==> config.mk <==
export PLATFORM = sky130hd
export DESIGN_NAME = tap_controller
export DESIGN_NICKNAME = d
export VERILOG_FILES = /design/src/rtl/tap_controller.sv
export SDC_FILE = /design/constraint.sdc
export NUM_CORES = 1
export LEC_CHECK = 0
export CORE_MARGIN = 4
export CORE_UTILIZATION = 55
export CTS_CLUSTER_DIAMETER = 100
export DETAILED_ROUTE_END_ITERATION = 6
export DONT_BUFFER_PORTS = 1
export PLACE_DENSITY = 0.76
export SLEW_MARGIN = 20
export SYNTH_ARGS = -nofsm -noshare
export SYNTH_HDL_FRONTEND = slang
export SYNTH_SLANG_ARGS = --single-unit
==> constraint.sdc <==
create_clock -name tck -period 1.63 [get_ports tck]
set_input_delay 0.326 -clock tck [delete_from_list [all_inputs] [get_ports tck]]
set_output_delay 0.326 -clock tck [all_outputs]
set_load 0.1 [all_outputs]
==> src/rtl/tap_controller.sv <==
// IEEE 1149.1 TAP controller: tms-steered state machine with registered,
// glitch-free control strobes and a saturating Run-Test/Idle cycle counter.
module tap_controller #(
    parameter int RTI_CNT_W = 16
) (
    input  logic                 tck,
    input  logic                 rst,
    input  logic                 tms,
    output logic                 tl_reset,
    output logic                 captureIR,
    output logic                 shiftIR,
    output logic                 updateIR,
    output logic                 captureDR,
    output logic                 shiftDR,
    output logic                 updateDR,
    output logic                 sel_ir,
    output logic                 tdo_en,
    output logic [3:0]           tap_state,
    output logic [RTI_CNT_W-1:0] rti_count
);

    typedef enum logic [3:0] {
        EX2_DR = 4'h0, EX1_DR = 4'h1, SH_DR  = 4'h2, PAU_DR = 4'h3,
        SEL_IR = 4'h4, UPD_DR = 4'h5, CAP_DR = 4'h6, SEL_DR = 4'h7,
        EX2_IR = 4'h8, EX1_IR = 4'h9, SH_IR  = 4'hA, PAU_IR = 4'hB,
        RTI    = 4'hC, UPD_IR = 4'hD, CAP_IR = 4'hE, TLR    = 4'hF
    } tap_state_e;

    localparam logic [RTI_CNT_W-1:0] RTI_MAX = '1;
    localparam logic [RTI_CNT_W-1:0] RTI_ONE = RTI_CNT_W'(1);

    tap_state_e state_q;
    tap_state_e state_d;

    // NOTE: every always_comb output gets a default first so no latch is inferred.
    always_comb begin
        state_d = TLR;
        case (state_q)
            TLR:    state_d = tms ? TLR    : RTI;
            RTI:    state_d = tms ? SEL_DR : RTI;
            SEL_DR: state_d = tms ? SEL_IR : CAP_DR;
            CAP_DR: state_d = tms ? EX1_DR : SH_DR;
            SH_DR:  state_d = tms ? EX1_DR : SH_DR;
            EX1_DR: state_d = tms ? UPD_DR : PAU_DR;
            PAU_DR: state_d = tms ? EX2_DR : PAU_DR;
            EX2_DR: state_d = tms ? UPD_DR : SH_DR;
            UPD_DR: state_d = tms ? SEL_DR : RTI;
            SEL_IR: state_d = tms ? TLR    : CAP_IR;
            CAP_IR: state_d = tms ? EX1_IR : SH_IR;
            SH_IR:  state_d = tms ? EX1_IR : SH_IR;
            EX1_IR: state_d = tms ? UPD_IR : PAU_IR;
            PAU_IR: state_d = tms ? EX2_IR : PAU_IR;
            EX2_IR: state_d = tms ? UPD_IR : SH_IR;
            UPD_IR: state_d = tms ? SEL_DR : RTI;
            default: state_d = TLR;
        endcase
    end

    // Strobes are decoded from the next state so they flip on the same edge
    // as tap_state, straight out of flops.
    // NOTE: sequential state uses non-blocking assignments only.
    always_ff @(posedge tck) begin
        if (rst) begin
            state_q   <= TLR;
            tl_reset  <= 1'b0;
            captureIR <= 1'b0;
            shiftIR   <= 1'b0;
            updateIR  <= 1'b0;
            captureDR <= 1'b0;
            shiftDR   <= 1'b0;
            updateDR  <= 1'b0;
            sel_ir    <= 1'b0;
            tdo_en    <= 1'b0;
            rti_count <= '0;
        end else begin
            state_q   <= state_d;
            tl_reset  <= (state_d != TLR);
            captureIR <= (state_d == CAP_IR);
            shiftIR   <= (state_d == SH_IR);
            updateIR  <= (state_d == UPD_IR);
            captureDR <= (state_d == CAP_DR);
            shiftDR   <= (state_d == SH_DR);
            updateDR  <= (state_d == UPD_DR);
            sel_ir    <= (state_d inside {SEL_IR, CAP_IR, SH_IR, EX1_IR,
                                          PAU_IR, EX2_IR, UPD_IR});
            tdo_en    <= (state_d == SH_IR) || (state_d == SH_DR);
            // Counter restarts on RTI entry, saturates, and holds elsewhere.
            if (state_d == RTI) begin
                if (state_q != RTI)
                    rti_count <= '0;
                else if (rti_count != RTI_MAX)
                    rti_count <= rti_count + RTI_ONE;
            end
        end
    end

    assign tap_state = state_q;

endmodule

# ---- Yosys cells after proc, flatten, opt, wreduce, memory -nomap -nowiden
# Index checks and enable logic that the tools add are counted.
dict set report op_classes {
  n_addsub 1
  n_eq_ne 29
  muxes 15
  n_reduce_logical 8
}
# op n
set op_table {}
lappend op_table {{$eq A4 B4 Y1 const B} 15}
lappend op_table {{$pmux W4 S12} 1}
lappend op_table {{$mux W16} 2}
lappend op_table {{$eq A4 B3 Y1 const B} 7}
lappend op_table {{$add A16 B1 Y16 const B} 1}
lappend op_table {{$ne A16 B16 Y1 const B} 1}
lappend op_table {{$eq A4 B2 Y1 const B} 3}
lappend op_table {{$mux W2} 6}
lappend op_table {{$mux W3} 4}
lappend op_table {{$ne A4 B4 Y1 const B} 2}
lappend op_table {{$reduce_bool A7 Y1} 1}
lappend op_table {{$eq A4 B1 Y1 const B} 1}
lappend op_table {{$logic_not A4 Y1} 1}
lappend op_table {{$mux W4} 1}
lappend op_table {{$reduce_or A2 Y1} 2}
lappend op_table {{$reduce_or A3 Y1} 1}
lappend op_table {{$reduce_and A2 Y1} 1}
lappend op_table {{$reduce_bool A2 Y1} 1}
lappend op_table {{$logic_or A1 B1 Y1} 1}
lappend op_table {{$mux W1} 1}
dict set report totals {
  register_bits 29
  in_bits 3
  out_inout_bits 29
  elab_cells 64
}

# ---- Longest topological paths before layout
dict set report depth {
  depth_word 5
  mapped_depth 7
  mapped_depth_nobuf 6
}

# ---- Least setup slack after synthesis
# No wires, ideal clock.
dict set report synth_timing {
  kind {register to register}
  start {register rti_count[9]}
  end {register rti_count[1]}
  setup_ns 0.067
  t_arrival_ns 2.497
  required_time_ns 1.563
  path_slack_ns -0.935
  stages_incl_launch_ff 7
  n_path_buf 1
  period_less_slack_ns 2.565
  cell_sequence {dfxtp_1 -> nand3_1 -> or3_4 -> nor4_4 -> buf_6 -> o21ai_1 -> a21oi_2}
}
dict set report synth_between {
  elab_chain_cells 3
}
# element line
set synth_rtl {}
lappend synth_rtl {{from (decl)} 19} ;# output logic [RTI_CNT_W-1:0] rti_count
lappend synth_rtl {{from (signal assigned)} 92} ;# rti_count <= rti_count + RTI_ONE;
lappend synth_rtl {{$ne A16 B16 Y1} 91} ;# else if (rti_count != RTI_MAX)
lappend synth_rtl {{$reduce_bool A2 Y1 (no source line)} n/a}
lappend synth_rtl {{$reduce_and A2 Y1 (no source line)} n/a}
# Every way passes these cells.
# A chain may end at the register's enable or synchronous reset.

# ---- Final worst setup path
dict set report layout_timing {
  start {register rti_count[8]}
  end {register rti_count[14]}
}
dict set report layout_between {
  elab_chain_cells 3
  elab_cells_between_ends 6
  classes_between {add/sub: 1; eq/ne: 1; mux: 2; reduce/logical: 2}
}
# element line
set layout_rtl {}
lappend layout_rtl {{$add A16 B1 Y16 or $ne A16 B16 Y1 (tied branches)} {92, 91}}
lappend layout_rtl {{$mux W16 or $reduce_bool A2 Y1 (tied branches)} n/a}
lappend layout_rtl {{$mux W16 or $reduce_and A2 Y1 (tied branches)} n/a}
# Several ways; a longest one is shown, not always the timed one. The select of a mux whose other input is x is not followed.

==> impl_metrics.env <==
export IMPL_grt_antenna_before_repair=0
export IMPL_areaGrowthSynthToFinish_pct=48.0
export IMPL_port_buffers=0
export IMPL_power_total_uw=1780
export IMPL_cp_start_kind="register"
export IMPL_place_ws_ns=0.0321
export IMPL_dr_total_vias=1539
export IMPL_die_w_um=58.8
export IMPL_worst_skew_pair_late_latency_ns=0.33
export IMPL_grt_pass1_wl_um=6430
export IMPL_worstPathCellList="nand3_4 -> or3_4 -> nor4_4 -> buf_4 -> buf_6 -> o311ai_2 -> o21ai_1"
export IMPL_slew_headroom=0.734
export IMPL_p_per_area_mw_per_mm2=847
export IMPL_cts_made_buffers=5
export IMPL_final_setup_worst_slack_ns=-0.0800
export IMPL_drcViolationCount=0
export IMPL_via_per_inst=6.31
export IMPL_clk_path_buf_depth=2
export IMPL_status="finished, violations left"
export IMPL_rows=18
export IMPL_r2r_end="rti_count[14]"
export IMPL_final_common_cell="buf_4"
export IMPL_synthArstFlopShare=0
export IMPL_syn_avg_cell_area_um2=8.29
export IMPL_final_area_mm2=0.00210
export IMPL_drt_total_wl_um=4140
export IMPL_worstPathMaxFanout=4
export IMPL_finalSetupViolations=14
export IMPL_cts_tree="done"
export IMPL_ant_nets=0
export IMPL_path_class="reg -> reg"
export IMPL_grt_pass1_vias=1395
export IMPL_syn_nets=175
export IMPL_die_h_um=58.8
export IMPL_p_leak_uw=0.000810
export IMPL_layout_common_cells="buf_4 (43), dfxtp_4 (19), nand2_1 (18)"
export IMPL_path_clk_slew_ns=0.10
export IMPL_crit_path_end_kind="register"
export IMPL_synth_edf_count=0
export IMPL_fin_nets=217
export IMPL_ff2ff_path_depth=7
export IMPL_fmax_ghz=0.585
export IMPL_ys_types=39
export IMPL_place_congestion=0.982
export IMPL_gr_total_overflow=0
export IMPL_synth_area_mm2=0.00142
export IMPL_dp_hpwl_um=2760
export IMPL_whs_ns=0.0464
export IMPL_clock_sinks=29
export IMPL_core_area_mm2=0.00248
export IMPL_cp_required_ns=1.88
export IMPL_insertedDiodeCount=0
export IMPL_drv_cap=0
export IMPL_clockRootBuffer="clkbuf_4"
export IMPL_yosys_warnings=0
export IMPL_syn_instance_count=171
export IMPL_crit_family="simple AND/OR/NAND/NOR gates"
export IMPL_ys_seq_area_frac=0.410
export IMPL_reg2reg_from="rti_count[8]"
export IMPL_fin_crit_ns=1.71
export IMPL_skew_ns=0.00916
export IMPL_path_depth=7
export IMPL_dpl_cell_area_mm2=0.00187
export IMPL_max_stage_delay_ns=0.42
export IMPL_synth_seq_cells=29
export IMPL_drive_above_1_share=0.439
export IMPL_crit_path_start="rti_count[8]"
export IMPL_peakVddDrop_v=0.00106
export IMPL_drt_iter0_drc=98
export IMPL_io_pins=32
export IMPL_hold_viol_final=0
export IMPL_wl_per_cell_um=17.0
export IMPL_synthFlopType="dfxtp_1"
export IMPL_fillers=139
export IMPL_initial_core_util=0.572
export IMPL_failed_checks="setup timing"
export IMPL_grt_max_degree=16
export IMPL_cp_arrival_ns=1.96
export IMPL_crit_end="rti_count[14]"
export IMPL_path_buf_inv=2
export IMPL_final_setup_tns_ns=-0.560
export IMPL_dieArea_mm2=0.00345
export IMPL_drv_slew=0
export IMPL_hold_buffers=0
export IMPL_cpMaxStageDelayCell="or3_4"
export IMPL_rsz0062_at_grt="yes"
export IMPL_cts_htree_levels=2
export IMPL_rrSetupSlack_ns=-0.08
export IMPL_grt_util_all_layers=0.242
export IMPL_hold_class="in -> reg"
export IMPL_firstDrtPassIters=4
export IMPL_worst_slew_pin_slew_ns=0.395
export IMPL_fin_crit_sh=1.05
==> worst min-delay path by stage <==
stage / from / to / slack [ns] / depth (start not counted)
after global routing: rst / rti_count[12] / 0.01 / 1
after floorplan: rst / tdo_en / 0.42 / 1
after detailed placement: rst / rti_count[1] / 0.39 / 1
after CTS: rst / rti_count[12] / 0.04 / 1
after global placement: rst / rti_count[1] / 0.38 / 1
final: rst / rti_count[12] / 0.05 / 1
==> Yosys cell counts, types with 3 or more instances <==
cell type,n,share of area
or3_1,3,0.013
nand4_1,7,0.031
nand2_1,19,0.050
inv_1,4,0.011
and2_1,3,0.013
nor3_1,3,0.011
o21ai_1,3,0.011
a31oi_1,9,0.040
o311ai_1,6,0.037
nor2b_1,4,0.018
nor2_1,11,0.029
nor4_1,6,0.026
nand3_1,7,0.025
o211ai_1,3,0.016
a21oi_1,6,0.021
clkbuf_1,7,0.019
o21ai_0,14,0.049
dfxtp_1,29,0.41
==> state kept, by name, indices dropped and copies added (netlist names) <==
signal,flops
sel_ir,1
shiftDR,1
captureDR,1
updateDR,1
tdo_en,1
shiftIR,1
rti_count,16
tl_reset,1
captureIR,1
tap_state,4
updateIR,1
==> cell type report <==
class                      count  area, um^2  area share
clock inverter                 3        65.1      0.0310
tap                           30        37.5      0.0179
sequential                    29         653       0.311
inverter                       4        15.0     0.00716
multi-input combinational    128         945       0.450
clock buffer                   5        37.5      0.0179
timing repair buffer          45         345       0.165
==> power breakdown <==
part	internal (uW)	switching (uW)	total, uW
combinational	79.3	250	330
clock	475	253	728
sequential	702	17.0	719
total	1260	520	1780
==> per-stage QoR <==
step / instances / util
floorplan: 171 / -
global placement: 231 / 0.755
detailed placement: 231 / 0.755
CTS: 239 / 0.796
global route: 244 / 0.847
finish: 244 / 0.847
==> repair_timing <==
item / CTS / global route
setup endpoints to repair: 0 / 15
setup buffers: 0 / 5
gates resized for setup: 0 / 16
==> routing by layer <==
layer / wire length, um / GRT usage
met1: 1660 / 0.277
met5: 0 / 0
met3: 276 / 0.0680
met4: 109 / 0.104
met2: 2100 / 0.418
==> cell families after synthesis <==
logic type | Yosys count | synth area share
compound gates | 53 | 0.243
fa+ha+maj | 2 | 0.0159
buf+inv | 14 | 0.0441
flops | 29 | 0.410
mux | 1 | 0.00706
simple gates | 72 | 0.281
No activity file was read; power rests on OpenSTA's default activity.
